==> src/rtl/load_store_unit.sv <==
// Load/store engine: splits RV32 byte/half/word accesses into narrow bus beats,
// reassembles and extends load data, and flags misalignment and bus timeouts.
module load_store_unit #(
  parameter int unsigned BUS_ADDRESS_WIDTH = 8,
  parameter int unsigned BUS_DATA_WIDTH    = 8,
  parameter int unsigned TIMEOUT_CYCLES    = 0
) (
  input  logic                           clk,
  input  logic                           rst_n,
  input  logic                           request,
  input  logic                           write,
  input  logic [1:0]                     size,
  input  logic                           unsigned_load,
  input  logic [31:0]                    address,
  input  logic [31:0]                    store_data,
  output logic                           busy,
  output logic                           done,
  output logic [31:0]                    load_data,
  output logic                           misaligned,
  output logic                           bus_error,
  output logic [BUS_ADDRESS_WIDTH-1:0]   bus_address,
  output logic                           bus_valid,
  output logic                           bus_write_enable,
  output logic [BUS_DATA_WIDTH/8-1:0]    bus_byte_enable,
  output logic [BUS_DATA_WIDTH-1:0]      bus_write_data,
  input  logic [BUS_DATA_WIDTH-1:0]      bus_read_data,
  input  logic                           bus_ready
);

  localparam int unsigned LANES = BUS_DATA_WIDTH / 8;
  localparam int unsigned TW    = $clog2(TIMEOUT_CYCLES + 2);

  localparam logic [1:0] S_IDLE     = 2'd0;
  localparam logic [1:0] S_ACCESS   = 2'd1;
  localparam logic [1:0] S_FAULT    = 2'd2;
  localparam logic [1:0] S_COMPLETE = 2'd3;

  function automatic int nbytes(input logic [1:0] sz);
    case (sz)
      2'b00:   nbytes = 1;
      2'b01:   nbytes = 2;
      default: nbytes = 4;
    endcase
  endfunction

  // Access-relative byte index carried by a lane of a given beat.
  function automatic int lane_rel(input logic [2:0] beat, input int lane, input logic [31:0] addr);
    lane_rel = int'(beat) * int'(LANES) + lane - (int'(addr[1:0]) % int'(LANES));
  endfunction

  function automatic logic lane_hit(input logic [2:0] beat, input int lane,
                                    input logic [31:0] addr, input logic [1:0] sz);
    int rel;
    rel = lane_rel(beat, lane, addr);
    lane_hit = (rel >= 0) && (rel < nbytes(sz));
  endfunction

  function automatic int nbeats(input logic [1:0] sz);
    nbeats = (nbytes(sz) > int'(LANES)) ? nbytes(sz) / int'(LANES) : 1;
  endfunction

  function automatic logic [31:0] extend(input logic [31:0] raw, input logic [1:0] sz,
                                         input logic uns);
    case (sz)
      2'b00:   extend = uns ? {24'h0, raw[7:0]}  : {{24{raw[7]}}, raw[7:0]};
      2'b01:   extend = uns ? {16'h0, raw[15:0]} : {{16{raw[15]}}, raw[15:0]};
      default: extend = raw;
    endcase
  endfunction

  logic [1:0]                    state_q, state_d;
  logic                          wr_q, wr_d, uns_q, uns_d;
  logic [1:0]                    size_q, size_d;
  logic [31:0]                   addr_q, addr_d, sdata_q, sdata_d, asm_q, asm_d;
  logic [2:0]                    beat_q, beat_d;
  logic [TW-1:0]                 tmo_q, tmo_d;
  logic                          busy_q, busy_d, done_q, done_d;
  logic                          misaligned_q, misaligned_d, bus_error_q, bus_error_d;
  logic [31:0]                   load_data_q, load_data_d;
  logic [BUS_ADDRESS_WIDTH-1:0]  bus_address_q, bus_address_d;
  logic                          bus_valid_q, bus_valid_d, bus_we_q, bus_we_d;
  logic [BUS_DATA_WIDTH/8-1:0]   bus_be_q, bus_be_d;
  logic [BUS_DATA_WIDTH-1:0]     bus_wd_q, bus_wd_d;

  // Next-state, datapath and next-output decode.
  always_comb begin
    state_d      = state_q;
    wr_d         = wr_q;
    uns_d        = uns_q;
    size_d       = size_q;
    addr_d       = addr_q;
    sdata_d      = sdata_q;
    asm_d        = asm_q;
    beat_d       = beat_q;
    tmo_d        = tmo_q;
    load_data_d  = load_data_q;
    done_d       = 1'b0;
    misaligned_d = 1'b0;
    bus_error_d  = 1'b0;

    case (state_q)
      S_IDLE: begin
        if (request) begin
          if ((address[1:0] & 2'(nbytes(size) - 1)) != 2'b00) begin
            state_d      = S_FAULT;
            done_d       = 1'b1;
            misaligned_d = 1'b1;
          end else begin
            state_d = S_ACCESS;
            wr_d    = write;
            uns_d   = unsigned_load;
            size_d  = size;
            addr_d  = address;
            sdata_d = store_data;
            asm_d   = '0;
            beat_d  = '0;
            tmo_d   = '0;
          end
        end
      end
      S_ACCESS: begin
        if (bus_ready) begin
          tmo_d = '0;
          if (!wr_q) begin
            for (int i = 0; i < int'(LANES); i++) begin
              if (lane_hit(beat_q, i, addr_q, size_q))
                asm_d[8*lane_rel(beat_q, i, addr_q) +: 8] = bus_read_data[8*i +: 8];
            end
          end
          if (int'(beat_q) == nbeats(size_q) - 1) begin
            state_d = S_COMPLETE;
            done_d  = 1'b1;
            if (!wr_q) load_data_d = extend(asm_d, size_q, uns_q);
          end else begin
            beat_d = beat_q + 3'd1;
          end
        end else if (TIMEOUT_CYCLES != 0) begin
          if (32'(tmo_q) + 32'd1 == TIMEOUT_CYCLES) begin
            state_d     = S_COMPLETE;
            done_d      = 1'b1;
            bus_error_d = 1'b1;
          end else begin
            tmo_d = tmo_q + TW'(1);
          end
        end
      end
      default: state_d = S_IDLE;
    endcase

    busy_d        = (state_d != S_IDLE);
    bus_valid_d   = (state_d == S_ACCESS);
    bus_we_d      = bus_valid_d & wr_d;
    bus_address_d = '0;
    bus_be_d      = '0;
    bus_wd_d      = '0;
    if (bus_valid_d) begin
      bus_address_d = BUS_ADDRESS_WIDTH'((addr_d & ~32'(LANES - 1)) + 32'(beat_d) * 32'(LANES));
      for (int i = 0; i < int'(LANES); i++) begin
        if (lane_hit(beat_d, i, addr_d, size_d)) begin
          bus_be_d[i] = 1'b1;
          if (wr_d) bus_wd_d[8*i +: 8] = sdata_d[8*lane_rel(beat_d, i, addr_d) +: 8];
        end
      end
    end
  end

  always_ff @(posedge clk or negedge rst_n) begin
    if (!rst_n) begin
      state_q       <= S_IDLE;
      wr_q          <= 1'b0;
      uns_q         <= 1'b0;
      size_q        <= 2'b00;
      addr_q        <= '0;
      sdata_q       <= '0;
      asm_q         <= '0;
      beat_q        <= '0;
      tmo_q         <= '0;
      busy_q        <= 1'b0;
      done_q        <= 1'b0;
      misaligned_q  <= 1'b0;
      bus_error_q   <= 1'b0;
      load_data_q   <= '0;
      bus_address_q <= '0;
      bus_valid_q   <= 1'b0;
      bus_we_q      <= 1'b0;
      bus_be_q      <= '0;
      bus_wd_q      <= '0;
    end else begin
      state_q       <= state_d;
      wr_q          <= wr_d;
      uns_q         <= uns_d;
      size_q        <= size_d;
      addr_q        <= addr_d;
      sdata_q       <= sdata_d;
      asm_q         <= asm_d;
      beat_q        <= beat_d;
      tmo_q         <= tmo_d;
      busy_q        <= busy_d;
      done_q        <= done_d;
      misaligned_q  <= misaligned_d;
      bus_error_q   <= bus_error_d;
      load_data_q   <= load_data_d;
      bus_address_q <= bus_address_d;
      bus_valid_q   <= bus_valid_d;
      bus_we_q      <= bus_we_d;
      bus_be_q      <= bus_be_d;
      bus_wd_q      <= bus_wd_d;
    end
  end

  assign busy             = busy_q;
  assign done             = done_q;
  assign load_data        = load_data_q;
  assign misaligned       = misaligned_q;
  assign bus_error        = bus_error_q;
  assign bus_address      = bus_address_q;
  assign bus_valid        = bus_valid_q;
  assign bus_write_enable = bus_we_q;
  assign bus_byte_enable  = bus_be_q;
  assign bus_write_data   = bus_wd_q;

endmodule

==> config.mk <==
export PLATFORM = sky130hd
export DESIGN_NAME = load_store_unit
export DESIGN_NICKNAME = d
export VERILOG_FILES = /design/src/rtl/load_store_unit.sv
export SDC_FILE = /design/constraint.sdc
export NUM_CORES = 1
export LEC_CHECK = 0
export BUFFER_PORTS_ARGS = -buffer_cell sky130_fd_sc_hd__buf_2
export CELL_PAD_IN_SITES_DETAIL_PLACEMENT = 0
export CELL_PAD_IN_SITES_GLOBAL_PLACEMENT = 2
export CORE_ASPECT_RATIO = 0.75
export CORE_MARGIN = 2
export CORE_UTILIZATION = 37
export CTS_CLUSTER_DIAMETER = 120
export DETAILED_ROUTE_END_ITERATION = 10
export PLACE_DENSITY_LB_ADDON = 0.1
export SLEW_MARGIN = 20
export SYNTH_ARGS = -nofsm -noshare
export SYNTH_HDL_FRONTEND = slang
export SYNTH_SLANG_ARGS = --single-unit
==> constraint.sdc <==
create_clock -name clk -period 10.8 [get_ports clk]
set_input_delay 3.24 -clock clk [delete_from_list [all_inputs] [get_ports clk]]
set_output_delay 3.24 -clock clk [all_outputs]
set_load 0.03 [all_outputs]
# [Word-level counts from Yosys, hierarchy flattened]
# Index checks and enable logic that the tools add are counted.
[classes] add_sub_neg=5 n_lt_le_gt_ge=5 n_eq_ne=9 n_shift=3 mux=56 n_bitwise=4 reduce_logical=12
[ops] operator="$mux W32" n=20
[ops] operator="$pmux W32 S2" n=2
[ops] operator="$lt A4 B32 Y1" n=2
[ops] operator="$neg A6 Y33" n=1
[ops] operator="$shift A8 B33 Y32 const A" n=1
[ops] operator="$shiftx A8 B33 Y32" n=1
[ops] operator="$bwmux W32" n=1
[ops] operator="$eq A4 B32 Y1" n=1
[ops] operator="$gt A32 B2 Y1 const B" n=1
[ops] operator="$mux W8" n=4
[ops] operator="$shiftx A32 B7 Y8" n=1
[ops] operator="$sub A32 B2 Y32 const B" n=1
[ops] operator="$mux W2" n=9
[ops] operator="$pmux W3 S2" n=3
[ops] operator="$mux W3" n=4
[ops] operator="$eq A2 B1 Y1 const B" n=5
[ops] operator="$mux W1" n=10
[ops] operator="$add A8 B3 Y8" n=1
[ops] operator="$logic_not A2 Y1" n=4
[ops] operator="$pmux W2 S2" n=2
[ops] operator="$reduce_and A4 Y1" n=2
[ops] operator="$ge A3 B1 Y1 const B" n=2
[ops] operator="$ne A2 B2 Y1 const B" n=3
[ops] operator="$reduce_bool A2 Y1" n=3
[ops] operator="other kinds (8)" n=10
[word_totals] reg_bits=159 out_inout_bits=55

# [Depth between registers and ports, before layout]
[logic_depth] ltp_word=17 mapped_depth=20 depth_no_buf=16

# [Worst setup path before layout]
# OpenSTA, ideal clock, no wires.
[synth_timing] path_type="input to register" from="in request" to="reg bus_address_q[7], in the netlist bus_address[7]" arrival_time_ns=5.506 required_ns=10.675 path_slack_ns=5.169 stages=13 n_path_buf=2 path_cell_list="nor3b_1 and3_1 buf_2 buf_1 mux2i_1 inv_1 ha_1 a21o_1 a21oi_1 a21o_1 nor3_1 xnor2_1 nor2_1"
[synth_via] elab_chain_cells=4
[synth_rtl] item="start, declared" line="10" text="input logic request,"
[synth_rtl] item="$mux W32" line="103" text="if (request) begin"
[synth_rtl] item="$mux W32" line="101" text="case (state_q)"
[synth_rtl] item="net addr_d[1]" line="74" text="logic [31:0] addr_q, addr_d, sdata_q, sdata_d, asm_q, asm_d;"
[synth_rtl] item="$add A8 B3 Y8" line="157" text="bus_address_d = BUS_ADDRESS_WIDTH'((addr_d & ~32'(LANES - 1)) + 32'(beat_d) * 32'(LANES));"
[synth_rtl] item="$mux W8" line="156" text="if (bus_valid_d) begin"
[synth_rtl] item="net bus_address_d[7]" line="80" text="logic [BUS_ADDRESS_WIDTH-1:0] bus_address_q, bus_address_d;"
[synth_rtl] item="end signal, assigned" line="203" text="bus_address_q <= bus_address_d;"
[synth_rtl] item="end, declared" line="80"
# The timed path passes the listed nets, and every way through them passes these cells.
# A chain may end at the register's enable or synchronous reset.

# [Worst setup path in the final report]
[layout_timing] from="in bus_ready" to="reg bus_address_q[6], in the netlist bus_address[6]"
[layout_via] elab_chain_cells=4
[layout_rtl] item="start, declared" line="27" text="input logic bus_ready"
[layout_rtl] item="$mux W3 / $mux W2 (equally long branches)" line="122" text="if (bus_ready) begin"
[layout_rtl] item="$pmux W3 S2 / $pmux W2 S2 (equally long branches)" line="101"
[layout_rtl] item="$add A8 B3 Y8 / $eq A2 B1 Y1 (equally long branches)" line="157, 151"
[layout_rtl] item="$mux W8 *" line="156"
[layout_rtl] item="net bus_address_d[6]" line="80"
# The timed path passes the listed nets; every way through them passes the cells marked *.

==> flow_metrics.env <==
export IMPL_ys_seq_area_share_pct=53.1
export IMPL_die_h_um=118
export IMPL_totalWireLength_um=16100
export IMPL_clkPwrFrac_pct=22.6
export IMPL_slowest_stage="or2_1"
export IMPL_core_rowCount=41
export IMPL_min_path_type="flop to flop"
export IMPL_dp_hpwl_um=11000
export IMPL_cts_hold_buf=0
export IMPL_crit_start="bus_ready"
export IMPL_ios=135
export IMPL_max_clock_freq_ghz=0.171
export IMPL_setup_violations=0
export IMPL_fillers=1638
export IMPL_hold_violations=0
export IMPL_synth_top_cell_area_share_pct=53.1
export IMPL_avgRoutedWirePerCell_um=16.8
export IMPL_outcome="completed"
export IMPL_yosys_warnings=0
export IMPL_yosysMostFrequentCell="nand2_1"
export IMPL_cts_root_buffer="clkbuf_16"
export IMPL_worstPathRequired_ns=11.10
export IMPL_clkLatencyLatePin_ns=0.42
export IMPL_dp_cells=926
export IMPL_multi_input_area_sq_mm=0.00275
export IMPL_viasPerCell=5.12
export IMPL_grtUsageMet1_pct=27.8
export IMPL_firstDrtPassIters=5
export IMPL_finalCriticalPeriod_ns=5.86
export IMPL_cts_max_level=4
export IMPL_die_w_um=155
export IMPL_startpoint_type="input port"
export IMPL_syn_num_nets=725
export IMPL_cts_buffers=17
export IMPL_drc_errors=0
export IMPL_crit_chain="buf_2 > inv_1 > or2_1 > a31oi_1 > o32a_1 > buf_4 > ha_1 > inv_1 > fa_1 > inv_1 > a21oi_1 > nor4_1 > xnor2_1 > nor2_1"
export IMPL_vdd_drop_max_v=0.000133
export IMPL_ys_ff_latch=135
export IMPL_rrSetupSlack_ns=6.57
export IMPL_initial_core_util_pct=37.8
export IMPL_vias=4900
export IMPL_synth_area_sq_mm=0.00636
export IMPL_synth_top_cells_by_count="nand2_1 (158), dfrtp_1 (135), nor2_1 (37), o21ai_0 (37), mux2i_1 (36)"
export IMPL_cap_violations=0
export IMPL_syn_inst=629
export IMPL_power_switching_mw=1.04
export IMPL_crit_top_cell="inv_1"
export IMPL_antenna_cells=0
export IMPL_busiest_layer="met1"
export IMPL_power_frac_seq_pct=32.8
export IMPL_min_period_over_period_pct=54.3
export IMPL_cts_sinks=135
export IMPL_grt_pass1_wl_um=26800
export IMPL_clkTransAtPathRegs_ns=0.06
export IMPL_area_growth_pct=19.9
export IMPL_r2r_start="size_q[1]"
export IMPL_synthTopCellsByArea="dfrtp_1 (53%), nand2_1 (9.3%), mux2i_1 (5.7%)"
export IMPL_first_iter_violations=353
export IMPL_max_stage_delay_ns=0.51
export IMPL_yosys_cell_types_count=58
export IMPL_arrival_ns=6.16
export IMPL_timing_final_ws_setup_ns=4.94
export IMPL_grt_pass1_vias=5098
export IMPL_hold_ws_ns=0.467
export IMPL_p_leak_nw=3.99
export IMPL_powerDensity_mw_per_mm2=327
export IMPL_clock_path_buffers=2
export IMPL_gp_congestion=0.744
export IMPL_final_cells=957
export IMPL_endpoint="bus_address[6]"
export IMPL_coreArea_sq_mm=0.0168
export IMPL_synth_flop_cell="dfrtp_1"
export IMPL_async_flop_share_pct=100
export IMPL_reg2reg_depth=14
export IMPL_grt_overflow_total=0
export IMPL_cp_end_kind="flop"
export IMPL_die_area_sq_mm=0.0183
export IMPL_rsz0062_at_grt="false"
export IMPL_comb_power_share_pct=44.6
export IMPL_worstReg2RegEnd="bus_write_data[6]"
export IMPL_synth_edf_count=0
export IMPL_use_met3_pct=4.20
export IMPL_fin_nets=826
export IMPL_finalClockSkew_ns=0.00593
export IMPL_drive_gt1_share_pct=22.1
export IMPL_finalSetupTns_ns=0
export IMPL_io_buffers=109
export IMPL_grt_start_max_net_pins=78
export IMPL_relSlewSlack_pct=36.3
export IMPL_pre_cts_ws_ns=4.47
export IMPL_worst_slew_pin_slew_ns=0.956
export IMPL_antenna_found_initial=0
export IMPL_gr_usage_all_layers_pct=18.7
export IMPL_power_internal_mw=1.46
export IMPL_ant_nets=0
export IMPL_cts_tree="done"
export IMPL_syn_area_per_cell_sq_um=10.1
export IMPL_swShare_pct=41.6
export IMPL_ctsResizeCount=0
export IMPL_ff_latch_area_sq_mm=0.00338
export IMPL_dpl_cell_area_sq_mm=0.00706
export IMPL_synth_top_area_cell="dfrtp_1"
export IMPL_maxSlewViolCount=0
export IMPL_crit_fanout=21
export IMPL_cts_setup_buffers=0
export IMPL_path_class="input port to flop"
export IMPL_final_area_sq_mm=0.00763
export IMPL_use_met2_pct=26.8
-- how the worst min path moves through the flow --
| stage | start | to | slack, ns | depth (start not counted) |
|---|---|---|---|---|
| after global placement | sdata_q[14] | sdata_q[14] | 0.45 | 2 |
| final | sdata_q[7] | sdata_q[7] | 0.47 | 2 |
| after CTS | sdata_q[7] | sdata_q[7] | 0.47 | 2 |
| after floorplan | sdata_q[14] | sdata_q[14] | 0.43 | 2 |
| after detailed placement | sdata_q[7] | sdata_q[7] | 0.45 | 2 |
| after global routing | sdata_q[19] | sdata_q[19] | 0.49 | 2 |
-- per-layer routing --
| metal | up-vias | part of all wire (%) |
|---|---|---|
| li1 | 2350 | - |
| met1 | 2422 | 51 |
| met2 | 114 | 43 |
| met3 | 14 | 4.9 |
| met4 | 0 | 1.2 |
| met5 | - | 0 |
-- cells by family after synthesis --
kind of cell / synth area share [%]
AND/OR/NAND/NOR: 18.4
flip-flops: 53.1
AO/OA/AOI/OAI: 13.7
buffers and inverters: 3.66
multiplexers: 6.77
adder cells (fa/ha/maj): 3.27
XOR/XNOR: 1.10
other: 0.0590
-- worst max-delay path: cells and delay by family --
family          cells  cell delay, ns
fa+ha+maj           2            0.62
buf+inv             5            0.70
simple gates        3            0.82
xor+xnor            1            0.16
compound gates      3            0.62
-- flip-flops by register name (all words and copies together), names as in the netlist, 2 cells and up --
register and cells:
beat_q 3, bus_address 8, sdata_q 32, state_q 2, asm_q 32, addr_q 8
bus_write_data 8, load_data 32, size_q 2
-- metrics by stage --
step | power (mW) | utilization (%)
6_report | 2.49 | 45.3
5_1_grt | 2.68 | 45.3
4_1_cts | 2.52 | 45.3
3_5_place_dp | 1.94 | 41.9
3_3_place_gp | 1.91 | 41.9
2_1_floorplan | 1.65 | -
-- cells in the final DEF, fill, tap and decap left out, types with 4 or more instances in the layout --
cell type and n:
nand2_1 158, dfrtp_1 135, buf_2 108, o21ai_0 37
nor2_1 37, mux2i_1 36, inv_1 18, a22o_1 17
clkbuf_16 17, ha_1 15, nand3_1 12, nor3_1 11
a21oi_1 11, and2_1 9, a211o_1 8, a221o_1 8
o22a_1 7, o21ba_1 6, mux2_2 5, nand2b_1 5
xnor2_1 5, nor2b_1 5, clkinv_2 5, and3_1 4
a21o_1 4, buf_4 4
-- power groups by stage --
stage,sequential (mW),clock [mW],combinational [mW]
3_5_place_dp,0.828,0,1.11
5_1_grt,0.845,0.596,1.24
4_1_cts,0.820,0.575,1.12
2_1_floorplan,0.954,0,0.692
3_3_place_gp,0.819,0,1.10
6_report,0.818,0.564,1.11
-- cell type report --
| cell class | count | share of cell area, % |
|---|---|---|
| Sequential cell | 135 | 44.3 |
| Multi-Input combinational cell | 443 | 36.1 |
| Timing Repair Buffer | 114 | 7.78 |
| Clock buffer | 22 | 6.09 |
| Tap cell | 215 | 3.53 |
| Clock inverter | 9 | 1.33 |
| Inverter | 19 | 0.935 |
(Power assumes the default switching activity.)
